## config.mk

```make
export PLATFORM = sky130hd
export DESIGN_NAME = bin_to_bcd_seq
export DESIGN_NICKNAME = d
export VERILOG_FILES = /design/src/rtl/fact_pkg.sv /design/src/rtl/bcd_add3.sv /design/src/rtl/bin_to_bcd_seq.sv
export SDC_FILE = /design/constraint.sdc
export NUM_CORES = 1
export LEC_CHECK = 0
export ABC_AREA = 1
export CAP_MARGIN = 10
export CORE_ASPECT_RATIO = 2
export CORE_MARGIN = 2
export CORE_UTILIZATION = 54
export CTS_CLUSTER_SIZE = 28
export DETAILED_ROUTE_END_ITERATION = 6
export GPL_ROUTABILITY_DRIVEN = 1
export GPL_TIMING_DRIVEN = 0
export PLACE_DENSITY = 0.79
export SYNTH_ARGS = -nofsm -noshare
export SYNTH_HDL_FRONTEND = slang
export SYNTH_HIERARCHICAL = 1
export SYNTH_SLANG_ARGS = --single-unit
```

## constraint.sdc

```tcl
create_clock -name CLK -period 3.4 [get_ports CLK]
set_input_delay 0.68 -clock CLK [delete_from_list [all_inputs] [get_ports CLK]]
set_output_delay 0.68 -clock CLK [all_outputs]
set_load 0.05 [all_outputs]
```

## src/rtl/fact_pkg.sv

```systemverilog
// ----------------------------------------------------------------------------
// fact_pkg
//   Constants and types shared by the factorial datapath, the binary-to-BCD
//   converter and the 7-segment display driver.
//
//   FACT_WIDTH  : binary width of the factorial result (12! fits in 32 bits).
//   FACT_DIGITS : BCD digits needed to show any FACT_WIDTH-bit value.
//   state_t     : converter FSM encoding (IDLE / CONV / DONE).
// ----------------------------------------------------------------------------
package fact_pkg;

   localparam int unsigned FACT_WIDTH  = 32;
   localparam int unsigned FACT_DIGITS = 10;

   typedef enum logic [1:0] {
      IDLE = 2'd0,
      CONV = 2'd1,
      DONE = 2'd2
   } state_t;

endpackage

```

## src/rtl/bcd_add3.sv

```systemverilog
// ----------------------------------------------------------------------------
// bcd_add3
//   Combinational double-dabble digit correction: a BCD digit of 5 or more
//   gets +3 so that the following left shift carries correctly into the next
//   decade.  Inputs 0..9 only ever occur, so the 4-bit sum never wraps.
//
// Ports
//   digit    in  4  BCD digit before adjustment
//   adjusted out 4  digit, +3 when digit >= 5
// ----------------------------------------------------------------------------
module bcd_add3 (
   input  logic [3:0] digit,
   output logic [3:0] adjusted
);

   always_comb begin
      adjusted = digit;
      if (digit >= 4'd5) begin
         adjusted = digit + 4'd3;
      end
   end

endmodule

```

## src/rtl/bin_to_bcd_seq.sv

```systemverilog
// ----------------------------------------------------------------------------
// bin_to_bcd_seq
//   Sequential shift-add-3 (double-dabble) binary-to-BCD converter.  One input
//   bit is consumed per clock, so a WIDTH-bit operand takes WIDTH cycles in
//   CONV followed by a single-cycle DONE with Valid high.  The BCD output
//   register only updates on completion, so a display never sees partial
//   values.
//
// Configuration
//   BCD_LZB_EN : when defined, Blank is a registered leading-zero mask updated
//                together with BCD.  When undefined, Blank is tied low.
//
// Ports
//   CLK    in   1          rising-edge clock
//   RST    in   1          synchronous active-high reset, overrides all inputs
//   Start  in   1          start a conversion (only honoured in IDLE)
//   Bin    in   WIDTH      binary operand, captured on the accepting edge
//   Busy   out  1          high while in CONV
//   Valid  out  1          one-cycle pulse (DONE): BCD holds a new result
//   BCD    out  4*DIGITS   packed BCD result, digit 0 in BCD[3:0]
//   Blank  out  DIGITS     leading-zero mask, 1 = blank digit
// ----------------------------------------------------------------------------
module bin_to_bcd_seq
   import fact_pkg::*;
#(
   parameter int unsigned WIDTH  = FACT_WIDTH,
   parameter int unsigned DIGITS = FACT_DIGITS
) (
   input  logic                  CLK,
   input  logic                  RST,
   input  logic                  Start,
   input  logic [WIDTH-1:0]      Bin,
   output logic                  Busy,
   output logic                  Valid,
   output logic [4*DIGITS-1:0]   BCD,
   output logic [DIGITS-1:0]     Blank
);

   localparam int unsigned    CNT_W    = (WIDTH > 1) ? $clog2(WIDTH) : 1;
   localparam logic [CNT_W-1:0] CNT_LAST = CNT_W'(WIDTH - 1);

   state_t                state_q, state_d;
   logic [WIDTH-1:0]      shift_q;
   logic [4*DIGITS-1:0]   work_q;
   logic [CNT_W-1:0]      cnt_q;
   logic [4*DIGITS-1:0]   bcd_q;

   logic                  last_bit;
   logic [4*DIGITS-1:0]   work_adj;
   logic [4*DIGITS-1:0]   work_shifted;
   logic [WIDTH-1:0]      shift_shifted;

   assign last_bit = (cnt_q == CNT_LAST);

   // Per-digit +3 correction ahead of the shift.
   for (genvar gi = 0; gi < int'(DIGITS); gi++) begin : g_adj
      bcd_add3 u_add3 (
         .digit    (work_q[4*gi +: 4]),
         .adjusted (work_adj[4*gi +: 4])
      );
   end

   // {work, shift} shifted left by one: the binary MSB enters the BCD LSB.
   assign work_shifted  = {work_adj[4*DIGITS-2:0], shift_q[WIDTH-1]};
   assign shift_shifted = {shift_q[WIDTH-2:0], 1'b0};

   // ---------------------------------------------------------------- FSM
   always_ff @(posedge CLK) begin
      if (RST) begin
         state_q <= IDLE;
      end else begin
         state_q <= state_d;
      end
   end

   always_comb begin
      state_d = state_q;
      unique case (state_q)
         IDLE:    if (Start) state_d = CONV;
         CONV:    if (last_bit) state_d = DONE;
         DONE:    state_d = IDLE;
         default: state_d = IDLE;
      endcase
   end

   always_comb begin
      Busy  = (state_q == CONV);
      Valid = (state_q == DONE);
   end

   // ------------------------------------------------------------ datapath
   always_ff @(posedge CLK) begin
      if (RST) begin
         shift_q <= '0;
         work_q  <= '0;
         cnt_q   <= '0;
         bcd_q   <= '0;
      end else begin
         unique case (state_q)
            IDLE: begin
               if (Start) begin
                  shift_q <= Bin;
                  work_q  <= '0;
                  cnt_q   <= '0;
               end
            end
            CONV: begin
               shift_q <= shift_shifted;
               work_q  <= work_shifted;
               cnt_q   <= cnt_q + CNT_W'(1);
               if (last_bit) begin
                  bcd_q <= work_shifted;
               end
            end
            default: ;
         endcase
      end
   end

   assign BCD = bcd_q;

`ifdef BCD_LZB_EN
   logic [DIGITS-1:0] blank_q, blank_d;

   // Scan from the most significant digit down; a digit is blank while every
   // digit at or above it is zero.  Digit 0 always shows so zero reads "0".
   always_comb begin
      logic seen_nz;
      seen_nz = 1'b0;
      blank_d = '0;
      for (int i = int'(DIGITS) - 1; i >= 0; i--) begin
         seen_nz    = seen_nz | (work_shifted[4*i +: 4] != 4'd0);
         blank_d[i] = ~seen_nz;
      end
      blank_d[0] = 1'b0;
   end

   always_ff @(posedge CLK) begin
      if (RST) begin
         blank_q <= {{(DIGITS-1){1'b1}}, 1'b0};
      end else if (state_q == CONV && last_bit) begin
         blank_q <= blank_d;
      end
   end

   assign Blank = blank_q;
`else
   assign Blank = '0;
`endif

endmodule

```

==> reports/qor.csv, run 1 <==
metric;value;unit
Max-cap violations;0;
PwrDens;467.4;mW/mm^2
clk_skew;10.28;ps
detailed placement HPWL;10460;um
Die H;154.9;um
maximum vdd drop;0.5080;mV
Finish-stage setup viols;0;
drt wl/cell;12.66;um
GRT Overall Usage;25.13;%
RePlAce Congestion;0.8398;
post-synthesis cell area;0.006148;mm^2
RSZ-0062 raised after global routing;false;
Worst EP required;2720;ps
vias per cell;5.183;
delay-heaviest family, CP;buffers and inverters;
Max transition margin;64.68;%
Resized cells post-CTS;0;
CTS Buf Count;17;
Clock Tree Buf Depth;2;
Reg2Reg Setup Slack;1680;ps
nets@finish;1052;
WP data arrival;2140;ps
final core occ;68.85;%
f_max;0.3552;GHz
PnR Total Power;0.003609;W
most frequent cells in the layout;nand2_1 (250), nand3_1 (150), dfxtp_1 (119);
Avg Cell Area, Syn;6.885;um^2
Gate Count Post-Synth;893;
DRT iter0 DRCs;194;
Post-CTS Setup Repair Bufs;0;
Top Ports;87;
worst path cell trace;inv_1 > nor2_4 > buf_2 > clkdlybuf4s50_1;
Synthesis Warnings;6;
Crit path largest cell delay;840;ps
met3 Use GR;4.814;%
Leakage;3.282;nW
M2 GR Usage;49.42;%
Area Growth Syn to Fin;25.60;%
top fanout value on the critical path;10;
TritonCTS sink count;119;
fraction of layout cells with a size suffix above 1;13.79;%
Initial Util;54.81;%
Port Buffer Count;74;
met1 GRT Util;22.99;%
final routed DRC violation total;0;
slowest stage cell, crit path;clkdlybuf4s50_1;
commonest non-fill, non-tap cell in the layout;nand2_1;
largest net degree at the start of global routing;17;
Post-CTS Hold Fix Bufs;0;
busiest metal layer after global routing;met2;
final hold violations;0;
Final period util;82.81;%
worst path buffer plus inverter count;3;
measured slew at the worst slew-check pin;529.7;ps
Worst Hold Depth;2;
CTS H-Tree Depth;4;
Worst-Skew Late Latency;420;ps
Reg2Reg Depth;8;
via count;5960;
grt ovf;0;
Worst setup SP type;register;
Pre-antenna DRT Iters;5;
first-pass GRT wire length;24830;um
Rows;55;
final-report max-slew violation count;0;
status;completed;
die area;0.01231;mm^2
Critical Path End Type;primary output;
diodes inserted;0;
TritonCTS clock tree;done;
Die X;79.45;um
initial antenna violation count;0;
Core Area;0.01122;mm^2
type of the worst setup path;reg2out;
clk slew on worst S/H paths;60;ps
setup TNS;0;ps
vias in the first global route;5941;
final worst path period need;2815;ps
CTS Root Buffer Type;clkbuf_16;
Worst Hold Class;reg2reg;
Routed WL;14560;um
Worst path depth;4;
DRT antenna net count;0;
## through the flow
step	area, um^2	std cells	setup WS, ps	hold slack (ps)
floorplan	6182	902	1626	444.5
global placement	7101	1118	1026	456.2
detailed placement	7101	1118	1026	461.0
CTS	7722	1150	577.2	470.3
global route	7722	1150	509.9	486.6
finish	7722	1150	584.6	468.9
## worst paths after layout
| path | from | endpoint |
|---|---|---|
| worst min register to register | BCD[19] | BCD[19] |
| worst max register to register | cnt_q[0] | BCD[9] |
| worst max-delay path | state_q[0] | Busy |
| worst min-delay path | BCD[19] | BCD[19] |
## cell type report
class / count / area, um^2
buffer: 60 / 337.8
clock buffer: 19 / 442.9
clock inverter: 13 / 178.9
fill: 960 / 3495
inverter: 78 / 292.8
multi-input combinational: 645 / 3169
sequential: 119 / 2382
tap: 142 / 177.7
timing repair buffer: 74 / 740.7
## report_power, final
group | total (W) | switching (W) | leakage [nW] | internal [W]
sequential | 0.00144 | 0.0000153 | 0.964 | 0.00142
clock | 0.00189 | 0.000649 | 0.295 | 0.00124
combinational | 0.000283 | 0.000177 | 2.02 | 0.000106
## registers in the layout (all words and copies together), names as in the netlist
name and count:
BCD 40, work_q 40, shift_q 32, cnt_q 5, state_q 2
## per-layer routing
layer	vias to the layer above	part of all wire [%]
li1	3020	-
met1	2750	36
met2	141	57
met3	49	3.0
met4	0	3.6
met5	-	0
## worst reg2reg max path, stage by stage, from the launching register on
cell and delay, ps:
dfxtp_1 340, ha_1 220, inv_1 70, nor3_1 40, ha_1 200, nand2_1 140, clkbuf_1 410, nand3_1 150
nand2_1 100
No activity file was read; power rests on OpenSTA's default activity.
==> run 2, diff against run 1 <==
Settings changed: CORE_UTILIZATION 54 to 50, PLACE_DENSITY 0.79 to 0.77.
Clock period 3.4 ns to 2.3 ns, I/O delays scaled along.
==> run 2 against run 1 <==
  * Sequential share of layout area decreased by 0.24 points
  * Routed wire length increased by 2.0%
  * Critical endpoint unchanged
  * Combinational power increased by 48%
  * The run now ends with DRC left
  * Critical path type unchanged
==> reports/qor.csv, run 2 (synthesis gave the netlist of run 1 again) <==
metric;value;unit;change
drt wl/cell;12.86;um;+1.6%
Final period util;95.45;%;
Max transition margin;66.33;%;+1.7 points
worst path buffer plus inverter count;3;;unchanged
PnR Total Power;0.005596;W;+55%
Routed WL;14860;um;+2.0%
final core occ;64.58;%;-4.3 points
commonest non-fill, non-tap cell in the layout;nand2_1;;
final worst path period need;2195;ps;
f_max;0.4555;GHz;
RSZ-0062 raised after global routing;false;;
clk_skew;6.520;ps;-3.764 ps
diodes inserted;0;;unchanged
clk slew on worst S/H paths;50;ps;about the same
PwrDens;719.0;mW/mm^2;+54%
Worst-Skew Late Latency;420;ps;about the same
worst path cell trace;inv_1 > nor2_4 > buf_2 > clkdlybuf4s15_2;;
Crit path largest cell delay;410;ps;-430 ps
via count;5893;;-1.1%
final-report max-slew violation count;0;;unchanged
grt ovf;0;;unchanged
setup TNS;0;ps;unchanged
Worst path depth;4;;unchanged
TritonCTS sink count;119;;unchanged
# fillers;1064;;+11%
Pre-antenna DRT Iters;7;;+2
detailed placement HPWL;10680;um;+2.0%
Area Growth Syn to Fin;26.60;%;
type of the worst setup path;reg2out;;
fraction of layout cells with a size suffix above 1;13.99;%;+0.20 points
GRT Overall Usage;24.07;%;-1.1 points
initial antenna violation count;0;;unchanged
vias per cell;5.102;;-1.6%
Clock Tree Buf Depth;2;;unchanged
die area;0.01325;mm^2;+7.7%
DRT iter0 DRCs;199;;+2.6%
first-pass GRT wire length;25100;um;+1.1%
DRT antenna net count;0;;unchanged
design area;0.007784;mm^2;+0.79%
vias in the first global route;5748;;-3.2%
measured slew at the worst slew-check pin;503.4;ps;-26.33 ps
Critical Path End Type;primary output;;
Finish-stage setup viols;0;;unchanged
Worst setup SP type;register;;
Die H;160.8;um;+3.8%
failing checks;DRC;;
WP data arrival;1740;ps;-400 ps
Worst EP required;1840;ps;-880 ps
Worst Hold Class;in2reg;;
Initial Util;51.01;%;-3.8 points
Worst Hold Depth;2;;unchanged
status;finished with violations;;
Core Area;0.01205;mm^2;+7.5%
Leakage;3.322;nW;+1.2%
TritonCTS clock tree;done;;
Worst Hold Slack;382.0;ps;-86.90 ps
maximum vdd drop;0.6913;mV;+36%
slowest stage cell, crit path;clkdlybuf4s15_2;;
Max-cap violations;0;;unchanged
CTS H-Tree Depth;4;;unchanged
Port Buffer Count;74;;unchanged
Post-CTS Hold Fix Bufs;0;;unchanged
top fanout value on the critical path;10;;unchanged
Die X;82.41;um;+3.7%
final hold violations;0;;unchanged
CTS Buf Count;17;;unchanged
footprint of the multi-input gates;0.003169;mm^2;unchanged
Rows;57;;+3.6%
final routed DRC violation total;1;;+1
placed cell areas;0.007107;mm^2;about the same
CTS Root Buffer Type;clkbuf_16;;
delay-heaviest family, CP;buffers and inverters;;
nets@finish;1052;;unchanged
Post-CTS Setup Repair Bufs;0;;unchanged
Storage cell area;0.002382;mm^2;unchanged
largest net degree at the start of global routing;17;;unchanged
most frequent cells in the layout;nand2_1 (250), nand3_1 (150), dfxtp_1 (119);;
RePlAce Congestion;0.8188;;-2.5%
Reg2Reg Depth;8;;unchanged
Top Ports;87;;unchanged
[run 2: cell count changes in the layout (fill, tap and decap cells not counted)]
cell,change
clkdlybuf4s50_1,-2
clkinv_4,-1
clkdlybuf4s15_2,+1
dlygate4sd2_1,+1
bufinv_16,+2
inv_6,+1
clkbuf_1,-1
clkinvlp_4,-2
clkbuf_8,+1
[run 2: report_power, final]
group | leakage (nW) | internal (W) | switching, W
Clock | 0.329 | 0.00208 | 0.000968
Sequential | 0.964 | 0.00210 | 0.0000221
Combinational | 2.03 | 0.000156 | 0.000263
Total | 3.32 | 0.00434 | 0.00125
[run 2: stage by stage]
stage / cells / worst slack [ps]
6_report: 1155 / 104.8
5_1_grt: 1155 / 46.48
4_1_cts: 1155 / 96.10
3_5_place_dp: 1123 / 104.9
3_3_place_gp: 1123 / 107.4
2_1_floorplan: 902 / 745.8
[run 2: final timing paths]
path                                 start  slack (ps)  endpoint
worst min-delay path                   RST         380  cnt_q[4]
worst min register to register      BCD[3]         470    BCD[3]
worst max register to register    cnt_q[0]         590   BCD[30]
worst max-delay path            state_q[0]         100      Busy
[run 2: area by class of cell]
cell class | count | share of cell area (%)
clock inverters | 13 | 2.877
plain buffers | 60 | 4.340
multi-input cells | 645 | 40.72
clock buffers | 19 | 5.819
flip-flops and latches | 119 | 30.61
well taps | 147 | 2.363
repair buffers | 74 | 9.516
inverters | 78 | 3.761
[run 2: metal layers]
| metal | wire length, um | global-route usage (%) | part of all wire, % | vias up |
|---|---|---|---|---|
| met3 | 479 | 4.551 | 3.2 | 32 |
| met1 | 5559 | 24.09 | 37 | 2716 |
| met5 | 0 | 0 | 0 | - |
| li1 | - | - | - | 3018 |
| met4 | 356 | 9.621 | 2.4 | 0 |
| met2 | 8463 | 45.89 | 57 | 127 |
[run 2: timing repair]
action | 4_1_cts | 5_1_grt
endpoints found under the setup margin | 2 | 0
resized for setup | 4 | 0
hold endpoints to repair | 0 | 0
